==> config.mk <==
export PLATFORM = sky130hd
export DESIGN_NAME = icache_fill_unit_flat
export DESIGN_NICKNAME = d
export VERILOG_FILES = /design/src/rtl/icache_fill_unit_if.sv /design/src/rtl/icache_fill_unit.sv /design/src/flat_wrapper.sv
export SDC_FILE = /design/constraint.sdc
export NUM_CORES = 2
export LEC_CHECK = 0
export BUFFER_PORTS_ARGS = -buffer_cell sky130_fd_sc_hd__buf_2
export CAP_MARGIN = 10
export CORE_ASPECT_RATIO = 1.75
export CORE_UTILIZATION = 56
export CTS_CLUSTER_DIAMETER = 60
export DETAILED_ROUTE_END_ITERATION = 10
export GPL_TIMING_DRIVEN = 0
export PLACE_DENSITY_LB_ADDON = 0.15
export SYNTH_ARGS = -nofsm -noshare
export SYNTH_HDL_FRONTEND = slang
export SYNTH_SLANG_ARGS = --single-unit
==> constraint.sdc <==
create_clock -name clock -period 6.8 [get_ports clock]
set_input_delay 1.36 -clock clock [delete_from_list [all_inputs] [get_ports clock]]
set_output_delay 1.36 -clock clock [all_outputs]
set_load 0.005 [all_outputs]
==> src/rtl/icache_fill_unit_if.sv <==
// Fetch-side and memory-controller-side signals of the instruction cache fill unit.
// The cache itself uses the master view; the fetch stage / memory controller side uses slave.
interface icache_fill_unit_if #(
  parameter int XLEN = 32
);
  logic [XLEN-1:0] proc2icache_addr;
  logic            proc2icache_valid;
  logic [63:0]     icache2proc_data;
  logic            icache2proc_valid;
  logic [1:0]      icache_command;
  logic [XLEN-1:0] icache_addr;
  logic            icache_is_miss;
  logic [3:0]      control2cache_response;
  logic            control2cache_response_which;
  logic [63:0]     control2cache_data;
  logic [3:0]      control2cache_tag;
  logic            control2cache_tag_which;

  modport master (
    input  proc2icache_addr,
    input  proc2icache_valid,
    output icache2proc_data,
    output icache2proc_valid,
    output icache_command,
    output icache_addr,
    output icache_is_miss,
    input  control2cache_response,
    input  control2cache_response_which,
    input  control2cache_data,
    input  control2cache_tag,
    input  control2cache_tag_which
  );

  modport slave (
    output proc2icache_addr,
    output proc2icache_valid,
    input  icache2proc_data,
    input  icache2proc_valid,
    input  icache_command,
    input  icache_addr,
    input  icache_is_miss,
    output control2cache_response,
    output control2cache_response_which,
    output control2cache_data,
    output control2cache_tag,
    output control2cache_tag_which
  );
endinterface

==> src/rtl/icache_fill_unit.sv <==
// Direct-mapped blocking instruction cache with a single-outstanding-miss fill engine.
// Hits return combinationally; a miss issues one BUS_LOAD, remembers the memory tag
// granted for it and writes the line when the ICACHE-owned data with that tag returns.
module icache_fill_unit #(
  parameter int NUM_LINES = 32,
  parameter int XLEN      = 32
) (
  input logic                clock,
  input logic                reset,
  icache_fill_unit_if.master bus
);
  localparam int IDX    = $clog2(NUM_LINES);
  localparam int LINE_W = XLEN - 3;
  localparam int TAG_W  = XLEN - IDX - 3;

  localparam logic [1:0] BUS_NONE = 2'd0;
  localparam logic [1:0] BUS_LOAD = 2'd1;
  localparam logic       ICACHE   = 1'b1;

  typedef enum logic [1:0] {S_IDLE, S_REQ, S_WAIT} state_t;

  state_t                state_q;
  logic [NUM_LINES-1:0]  valid_q;
  logic [TAG_W-1:0]      tag_q  [NUM_LINES];
  logic [63:0]           data_q [NUM_LINES];
  logic [LINE_W-1:0]     line_addr_q;
  logic [3:0]            mem_tag_q;
  logic [1:0]            cmd_q;
  logic [XLEN-1:0]       req_addr_q;

  logic [IDX-1:0]        cur_idx;
  logic [TAG_W-1:0]      cur_tag;
  logic [LINE_W-1:0]     cur_line;
  logic [IDX-1:0]        line_idx;
  logic [TAG_W-1:0]      line_tag;
  logic                  hit;
  logic                  miss;
  logic                  grant;
  logic                  data_match;
  logic                  fill_we;
  logic [2:0]            unused_offset;

  assign cur_idx       = bus.proc2icache_addr[IDX+2:3];
  assign cur_tag       = bus.proc2icache_addr[XLEN-1:IDX+3];
  assign cur_line      = bus.proc2icache_addr[XLEN-1:3];
  assign unused_offset = bus.proc2icache_addr[2:0];
  assign line_idx      = line_addr_q[IDX-1:0];
  assign line_tag      = line_addr_q[LINE_W-1:IDX];

  assign hit  = bus.proc2icache_valid & valid_q[cur_idx] & (tag_q[cur_idx] == cur_tag);
  assign miss = bus.proc2icache_valid & ~hit;

  // A grant or data beat only counts when it belongs to the instruction cache
  assign grant      = (bus.control2cache_response != 4'd0) &
                      (bus.control2cache_response_which == ICACHE);
  assign data_match = (bus.control2cache_tag != 4'd0) &
                      (bus.control2cache_tag_which == ICACHE) &
                      (bus.control2cache_tag == mem_tag_q);
  assign fill_we    = (state_q == S_WAIT) & data_match & ~reset;

  assign bus.icache2proc_valid = hit;
  assign bus.icache2proc_data  = hit ? data_q[cur_idx] : 64'd0;
  assign bus.icache_is_miss    = miss;
  assign bus.icache_command    = cmd_q;
  assign bus.icache_addr       = req_addr_q;

  // Fill FSM: tracks the single outstanding miss and drives the registered request outputs
  always_ff @(posedge clock) begin
    if (reset) begin
      state_q     <= S_IDLE;
      valid_q     <= '0;
      line_addr_q <= '0;
      mem_tag_q   <= '0;
      cmd_q       <= BUS_NONE;
      req_addr_q  <= '0;
    end else begin
      case (state_q)
        S_IDLE: begin
          if (miss) begin
            state_q     <= S_REQ;
            line_addr_q <= cur_line;
            cmd_q       <= BUS_LOAD;
            req_addr_q  <= {cur_line, 3'b000};
          end
        end
        S_REQ: begin
          if (grant) begin
            state_q    <= S_WAIT;
            mem_tag_q  <= bus.control2cache_response;
            cmd_q      <= BUS_NONE;
            req_addr_q <= '0;
          end else if (hit) begin
            // Fetch moved to a resident line before anything was granted
            state_q    <= S_IDLE;
            cmd_q      <= BUS_NONE;
            req_addr_q <= '0;
          end else if (miss && (cur_line != line_addr_q)) begin
            // Nothing outstanding yet, so chase the new fetch line
            line_addr_q <= cur_line;
            req_addr_q  <= {cur_line, 3'b000};
          end
        end
        S_WAIT: begin
          if (data_match) begin
            state_q           <= S_IDLE;
            valid_q[line_idx] <= 1'b1;
          end
        end
        default: begin
          state_q <= S_IDLE;
        end
      endcase
    end
  end

  // Line tag/data storage, written only when the awaited fill data arrives
  always_ff @(posedge clock) begin
    if (fill_we) begin
      tag_q[line_idx]  <= line_tag;
      data_q[line_idx] <= bus.control2cache_data;
    end
  end
endmodule

==> src/flat_wrapper.sv <==
// flat-port wrapper written by rule: the top's interface ports become plain ports
module icache_fill_unit_flat 
#(
  parameter int NUM_LINES = 32,
  parameter int XLEN      = 32
)
  (clock, reset, bus_proc2icache_addr, bus_proc2icache_valid, bus_icache2proc_data, bus_icache2proc_valid, bus_icache_command, bus_icache_addr, bus_icache_is_miss, bus_control2cache_response, bus_control2cache_response_which, bus_control2cache_data, bus_control2cache_tag, bus_control2cache_tag_which);
  icache_fill_unit_if #(.XLEN(XLEN)) bus_i ();
  input logic clock;
  input logic reset;
  input wire logic [$bits(bus_i.proc2icache_addr)-1:0] bus_proc2icache_addr;
  input wire logic [$bits(bus_i.proc2icache_valid)-1:0] bus_proc2icache_valid;
  output wire logic [$bits(bus_i.icache2proc_data)-1:0] bus_icache2proc_data;
  output wire logic [$bits(bus_i.icache2proc_valid)-1:0] bus_icache2proc_valid;
  output wire logic [$bits(bus_i.icache_command)-1:0] bus_icache_command;
  output wire logic [$bits(bus_i.icache_addr)-1:0] bus_icache_addr;
  output wire logic [$bits(bus_i.icache_is_miss)-1:0] bus_icache_is_miss;
  input wire logic [$bits(bus_i.control2cache_response)-1:0] bus_control2cache_response;
  input wire logic [$bits(bus_i.control2cache_response_which)-1:0] bus_control2cache_response_which;
  input wire logic [$bits(bus_i.control2cache_data)-1:0] bus_control2cache_data;
  input wire logic [$bits(bus_i.control2cache_tag)-1:0] bus_control2cache_tag;
  input wire logic [$bits(bus_i.control2cache_tag_which)-1:0] bus_control2cache_tag_which;
  assign bus_i.proc2icache_addr = bus_proc2icache_addr;
  assign bus_i.proc2icache_valid = bus_proc2icache_valid;
  assign bus_icache2proc_data = bus_i.icache2proc_data;
  assign bus_icache2proc_valid = bus_i.icache2proc_valid;
  assign bus_icache_command = bus_i.icache_command;
  assign bus_icache_addr = bus_i.icache_addr;
  assign bus_icache_is_miss = bus_i.icache_is_miss;
  assign bus_i.control2cache_response = bus_control2cache_response;
  assign bus_i.control2cache_response_which = bus_control2cache_response_which;
  assign bus_i.control2cache_data = bus_control2cache_data;
  assign bus_i.control2cache_tag = bus_control2cache_tag;
  assign bus_i.control2cache_tag_which = bus_control2cache_tag_which;
  icache_fill_unit #(.NUM_LINES(NUM_LINES), .XLEN(XLEN)) u_core (.clock(clock), .reset(reset), .bus(bus_i));
endmodule
# Yosys cells after proc, flatten, opt, wreduce, memory -nomap -nowiden
# Memory sizes are Yosys's and may differ from the RTL's.
# Index checks and enable logic that the tools add are counted.
dict set report word_totals {
  n_memories 2
  wordCells 70
  ramBits 2816
  ff_bits 101
}
# name depth word_bits read_ports rd_ports_with_merged_regs write_ports line_no
set memory_table {}
lappend memory_table {u_core.data_q 32 64 1 0 1 icache_fill_unit.sv:25} ;# logic [63:0] data_q [NUM_LINES];
lappend memory_table {u_core.tag_q 32 24 1 0 1 icache_fill_unit.sv:24} ;# logic [TAG_W-1:0] tag_q [NUM_LINES];
dict set report op_classes {
  n_mux 24
  n_eq_ne 12
  bitwise_logic 11
  reduce_logical 12
  order_cmp 3
}
# operator count
set op_table {}
lappend op_table {{$mux W32} 4}
lappend op_table {{$mux W29} 4}
lappend op_table {{$mux W64} 1}
lappend op_table {{$pmux W32 S2} 1}
lappend op_table {{$pmux W29 S2} 1}
lappend op_table {{$or A32 B32 Y32} 1}
lappend op_table {{$ne A29 B29 Y1} 1}
lappend op_table {{$eq A24 B24 Y1} 1}
lappend op_table {{$lt A5 B6 Y1 const B} 2}
lappend op_table {{$mux W2} 5}
lappend op_table {{$reduce_and A3 Y1} 3}
lappend op_table {{$and A1 B1 Y1} 8}
lappend op_table {{$reduce_bool A4 Y1} 2}
lappend op_table {{$ne A2 B1 Y1 const B} 3}
lappend op_table {{$pmux W2 S3} 1}
lappend op_table {{$bmux W1 S5} 1}
lappend op_table {{$demux W1 S5} 1}
lappend op_table {{$ge A5 B1 Y1 const B} 1}
lappend op_table {{$reduce_and A5 Y1} 1}
lappend op_table {{$eq A4 B4 Y1} 1}
lappend op_table {{$mux W1} 4}
lappend op_table {{$ne A2 B2 Y1 const B} 2}
lappend op_table {{$ne A4 B1 Y1 const B} 1}
lappend op_table {{$pmux W2 S2} 1}
lappend op_table {{other kinds (8)} 11}

# Depth between registers and ports, before layout
dict set report depth {
  ltp_word 11
  ltp_mapped 17
  mapped_depth_nobuf 10
}

# Least setup slack after synthesis
# Ideal clock, no wire load.
dict set report synth_path {
  kind {input-to-reg}
  from {input bus_control2cache_tag[3]}
  to {memory u_core.data_q[12][0], enable pin}
  t_required_ps 6263
  setup_slack_ps -352
  t_arrival_ps 6615
  cell_stages 8
  n_path_buf 1
  path_cell_list {nor3_1 > a21oi_1 > or4_1 > nor4b_1 > nor2b_1 > nand2b_1 > clkbuf_1 > nor2_1}
}
dict set report synth_via {
  elab_chain_cells 7
  word_cells_on_any_way 8
  classes_between {eq/ne: 1; mux: 2; bitwise: 4; reduce/logical: 1}
}
# item line_no
set synth_rtl {}
lappend synth_rtl {{start, declared} flat_wrapper.sv:21} ;# input wire logic [$bits(bus_i.control2cache_tag)-1:0] bus_control2cache_tag;
lappend synth_rtl {{$reduce_bool A4 Y1} icache_fill_unit.sv:56} ;# assign data_match = (bus.control2cache_tag != 4'd0) &
lappend synth_rtl {{$and A1 B1 Y1} icache_fill_unit.sv:56}
lappend synth_rtl {{$and A1 B1 Y1 *} icache_fill_unit.sv:57} ;# (bus.control2cache_tag_which == ICACHE) &
lappend synth_rtl {{$and A1 B1 Y1 * (2 in a row)} icache_fill_unit.sv:59} ;# assign fill_we = (state_q == S_WAIT) & data_match & ~reset;
lappend synth_rtl {{$mux W1 *} icache_fill_unit.sv:118} ;# if (fill_we) begin
lappend synth_rtl {{$mux W1 (implied by the code) *} icache_fill_unit.sv:120} ;# data_q[line_idx] <= bus.control2cache_data;
lappend synth_rtl {{end, declared} icache_fill_unit.sv:25}
# Every way passes the cells marked *; elsewhere a longest branch is shown, timed or not.

# Worst setup path after layout
dict set report layout_path {
  from {input bus_proc2icache_addr[3]}
  to {output bus_icache2proc_data[45]}
}
dict set report layout_via {
  elab_chain_cells 5
  word_cells_on_any_way 8
  classes_between {eq/ne: 1; mux: 3; bitwise: 2; memory: 2}
}
# item line_no
set layout_rtl {}
lappend layout_rtl {{start, declared} flat_wrapper.sv:11} ;# input wire logic [$bits(bus_i.proc2icache_addr)-1:0] bus_proc2icache_addr;
lappend layout_rtl {{branches (longest 4 deep; another with $mem_v2 Z32 W24)} -}
lappend layout_rtl {{$mux W64 *} icache_fill_unit.sv:62} ;# assign bus.icache2proc_data = hit ? data_q[cur_idx] : 64'd0;
lappend layout_rtl {{end, declared} flat_wrapper.sv:13} ;# output wire logic [$bits(bus_i.icache2proc_data)-1:0] bus_icache2proc_data;
# Every way passes the cells marked *. The select of a mux whose other input is x is not followed.

==> summary by stage <==
Status
The run finished, with violations left. The final reports fail on setup timing.

Critical path
The signal on the critical path passes through buf_6 > buf_6 > buf_8 > and2_1 > and3_1 > a31oi_1 > nand4_1 > xnor2_2 > nand3_1 > nor4_4 > nand2_4 > clkbuf_16 > clkbuf_4 > a21oi_1 > buf_2. The cell occurring most often along the worst timing path is sky130_fd_sc_hd__buf_6. The slowest stage of the critical path belongs to the cell sky130_fd_sc_hd__and2_1. Broken down by cell family, the worst path's largest delay share belongs to simple AND/OR/NAND/NOR gates.

The critical path is of the in2out type. The worst register-to-register path begins at u_core.mem_tag_q[0]$_SDFFE_PP0P_. The number of buffers and inverters on the critical path is 6. The maximum fanout along the worst path is 11. The worst setup path is launched from a primary input.

The required time at the endpoint of the critical path is about 5.4 ns. In this design, the stage delay of the slowest critical-path cell is approximately 0.74 ns. Data on the critical path arrives at its endpoint at around 5.5 ns. The critical path starts at bus_proc2icache_addr[3].

The category of the worst setup path capture point is an output port.

Clock network
The number of buffers on the longest clock path is 4. The cell sitting at the root of the clock tree is a sky130_fd_sc_hd__clkbuf_16. Clock-pin slew was measured on the worst setup and hold paths at 0.06 ns. The clock buffer count from CTS is 269. The clock tree synthesis step divided the H-tree into 5 levels. The clock drives between 2,000 and 3,000 sinks.

TritonCTS built the clock tree. The latest clock arrival within the worst-skew pair is about 0.87 ns.

Pwr
The clock power share is 0.411. The leakage power is a little over 0.04 uW. The switching power is about 7900 uW. The switching share of power is 0.213. The completed layout was analyzed and its total power is between 30,000 and 40,000 uW. The power density of the placed cells is around 280 mW/mm^2. The relative contribution of combinational cells to total power is 0.051. Of the total power, registers draw 0.537. VDD sags by at most 0.229 mV. Internal power comes to around 29,000 uW.

GRT
Summed over all layers, the global routing overflow is 0. The all-layer global routing usage is 0.329. The largest net degree at the start of global routing is 35. The first-pass GRT wire length is about 450 mm. The via count of the first global-routing pass is roughly 57,000. The initial antenna violation count came to 29.

Die
During I/O placement, the number of pins put on the boundary was 209. The die outline area is around 0.20 sq mm. The die boundary width is between 300 and 400 microns. The number of rows created at floorplan is approximately 220.

The height of the chip is around 590 microns. For this configuration, the core starts out at a cell density of 0.563. The area of the core region is approximately 0.2 sq mm.

Detailed routing
Once detail routing completed, the nets flagged for antenna violations numbered 0. The remaining routing DRC violations is 0. The average detailed-routed wire length per instance is between 30 and 40 microns. Summing over every cut layer, the via total after detailed routing is ~57,000.

The total wire length after detailed routing is around 330 mm. The average vias per placed instance is about 6.8. The initial detailed-routing violation count is between 7,000 and 8,000.

The number of detailed-route iterations in the first pass is 7.

Timing
In this run the tightest slew margin relative to its limit is 0.0918. After layout, the minimum clock period comes to approximately 6.8 ns. The summed negative setup slack over all endpoints is -0.00581 ns. The final hold slack is 0.453 ns.

The maximum clock skew at final layout is around 0.058 ns. The final max-slew violation count was 0. Setup repair after global routing could not meet its margin everywhere. The final hold violation count is 0.

The transition time at the pin with the least slew margin is around 1.4 ns. The upper clock frequency limit is around 150 MHz. The setup slack after layout is -0.00581 ns. The final clock period utilization by the worst path is 1.00.

Setup violations remaining at the end of the flow were counted as 1.

Finish
The synthesis-to-layout area growth is 16.5%. The ratio of cells with drive above 1 in the final layout is 0.331. The total of fill cells in the finished design is 12,800. The number of nets in the finished design is 5,643. The leading cell type in the layout, fill and taps excluded is sky130_fd_sc_hd__edfxtp_1.

The library cells used most frequently in the layout, excluding fill and tap cells, are 2,816 x sky130_fd_sc_hd__edfxtp_1, 807 x sky130_fd_sc_hd__mux4_2, 279 x sky130_fd_sc_hd__clkbuf_16.

Yosys
Counting distinct cell types in the post-synthesis netlist gives between 60 and 70. Synthesis handed over a netlist of around 4,900 instances. For this run, the leading register cell type out of synthesis is sky130_fd_sc_hd__edfxtp_1. Counting flops and latches in the post-synthesis netlist gives ~2,900.

The mapped netlist covers 0.111 sq mm. Of all flip-flops after synthesis, the portion carrying an async set or reset was 0. The Yosys step of the flow raised 0 warnings. The share of the yosys chip area belonging to registers is 0.776. The synthesized design contains 2,816 enable-type register cells.

Dividing the synthesized area by the synthesized cell count gives roughly 23 sq um.

Placement
The pre-CTS setup slack is -2.93 ns. The routability congestion estimate is about 0.96. The count of buffers from port buffering is about 190.

The wire-length estimate of the detail-placed layout is roughly 220 mm.

Job
The total of max-cap violations is 0.

Hold path
The classification of the worst-slack hold path is reg2reg. The startpoint of the lowest-slack hold path is u_core.valid_q[25]$_SDFFE_PP0P_.
## worst reg2reg max path, stage by stage (launching register included)
cell and delay [ns]:
sky130_fd_sc_hd__dfxtp_1 0.38, sky130_fd_sc_hd__nor3_1 0.07, sky130_fd_sc_hd__nor3_1 0.13, sky130_fd_sc_hd__a21oi_1 0.06, sky130_fd_sc_hd__or4_1 0.61, sky130_fd_sc_hd__nor4b_1 0.65, sky130_fd_sc_hd__nand3b_1 0.81, sky130_fd_sc_hd__nor2_4 0.93
sky130_fd_sc_hd__buf_12 0.29, sky130_fd_sc_hd__buf_12 0.27, sky130_fd_sc_hd__buf_12 0.26
## sequential cells by signal, indices dropped and copies added (netlist names)
signal,cells
u_core.tag_q,768
u_core.bus.icache_command,1
u_core.valid_q,32
u_core.state_q,2
u_core.line_addr_q,29
u_core.mem_tag_q,4
u_core.bus.icache_addr,29
u_core.data_q,2048
## power groups by stage
stage	combinational [uW]	sequential (uW)	clock, uW
2_1_floorplan	969	20200	0
3_3_place_gp	1690	20200	0
3_5_place_dp	1750	20200	0
4_1_cts	1820	19800	15300
5_1_grt	1960	19800	15900
6_report	1890	19800	15200
## synth_stat cells, drive strengths merged (9+ instances only)
| library cell | count | share of area |
|---|---|---|
| edfxtp | 2816 | 0.76 |
| mux4 | 807 | 0.16 |
| nand2 | 180 | 0.0061 |
| clkbuf | 139 | 0.0047 |
| buf | 137 | 0.0071 |
| dfxtp | 97 | 0.017 |
| mux2i | 95 | 0.0085 |
| a21oi | 84 | 0.0038 |
| nor2 | 58 | 0.0020 |
| o21ai | 46 | 0.0021 |
| inv | 37 | 0.0012 |
| a22o | 33 | 0.0026 |
| a32oi | 33 | 0.0026 |
| a21o | 32 | 0.0022 |
| xor2 | 29 | 0.0023 |
| xnor2 | 25 | 0.0020 |
| o22ai | 22 | 0.0012 |
| a22oi | 19 | 0.0013 |
| nand3 | 18 | 0.00081 |
| nor2b | 13 | 0.00073 |
| nand2b | 12 | 0.00067 |
| nand4 | 12 | 0.00067 |
| nor3 | 12 | 0.00054 |
| nor4 | 12 | 0.00086 |
| and2 | 10 | 0.00058 |
| a221oi | 9 | 0.00076 |
| a31oi | 9 | 0.00051 |
| and3 | 9 | 0.00051 |
## per-layer routing
metal,up-vias,GRT usage,share of wire
met4,20,0.210,0.074
met1,30100,0.387,0.33
met3,968,0.0632,0.085
li1,22000,-,-
met5,-,0,0.00041
met2,3428,0.557,0.51
## layout make-up
cell class	count	area (sq um)	area share
Tap cell	2616	3270	0.0252
Antenna cell	13	32.5	0.000251
Clock buffer	330	7150	0.0551
Sequential cell	2913	86500	0.666
Clock inverter	145	1460	0.0112
Multi-Input combinational cell	1645	24300	0.187
Buffer	271	1890	0.0145
Inverter	39	156	0.00120
Timing Repair Buffer	395	5090	0.0392
## final timing paths
path | end | slack, ns | depth (start not counted)
min reg2reg | u_core.valid_q[25]$_SDFFE_PP0P_ | 0.45 | 1
max reg2reg | u_core.data_q[25][29]$_DFFE_PP_ | 1.98 | 10
max | bus_icache2proc_data[45] | -0.006 | 15
min | u_core.valid_q[25]$_SDFFE_PP0P_ | 0.45 | 1
## repair_timing
item / 4_1_cts / 5_1_grt
endpoints found under the setup margin: 66 / 64
hold buffers: 0 / 0
pin swaps: 7 / 5
gates resized for setup: 313 / 35
buffers inserted: 5 / 1
## through the flow
step | instances | cell area [sq um] | util
after global placement | 7681 | 116000 | 0.585
after detailed placement | 7868 | 120000 | 0.605
final | 8367 | 130000 | 0.656
after global routing | 8357 | 130000 | 0.656
after floorplan | 4873 | 111000 | -
after CTS | 8344 | 129000 | 0.654
## cell families (layout without fill, tap and decap cells)
group                     count (synthesis)  count (layout)  share of synthesized area
AOI/OAI and AO/OA                       323             323                     0.0197
xor gates and xnor gates                 54              54                    0.00424
buffers and inverters                   315            1180                     0.0131
DFF                                    2913            2913                      0.776
muxes                                   905             905                      0.172
other                                     1              17                  0.0000336
and+or+nand+nor                         359             359                     0.0149
No activity file was read; power rests on OpenSTA's default activity.
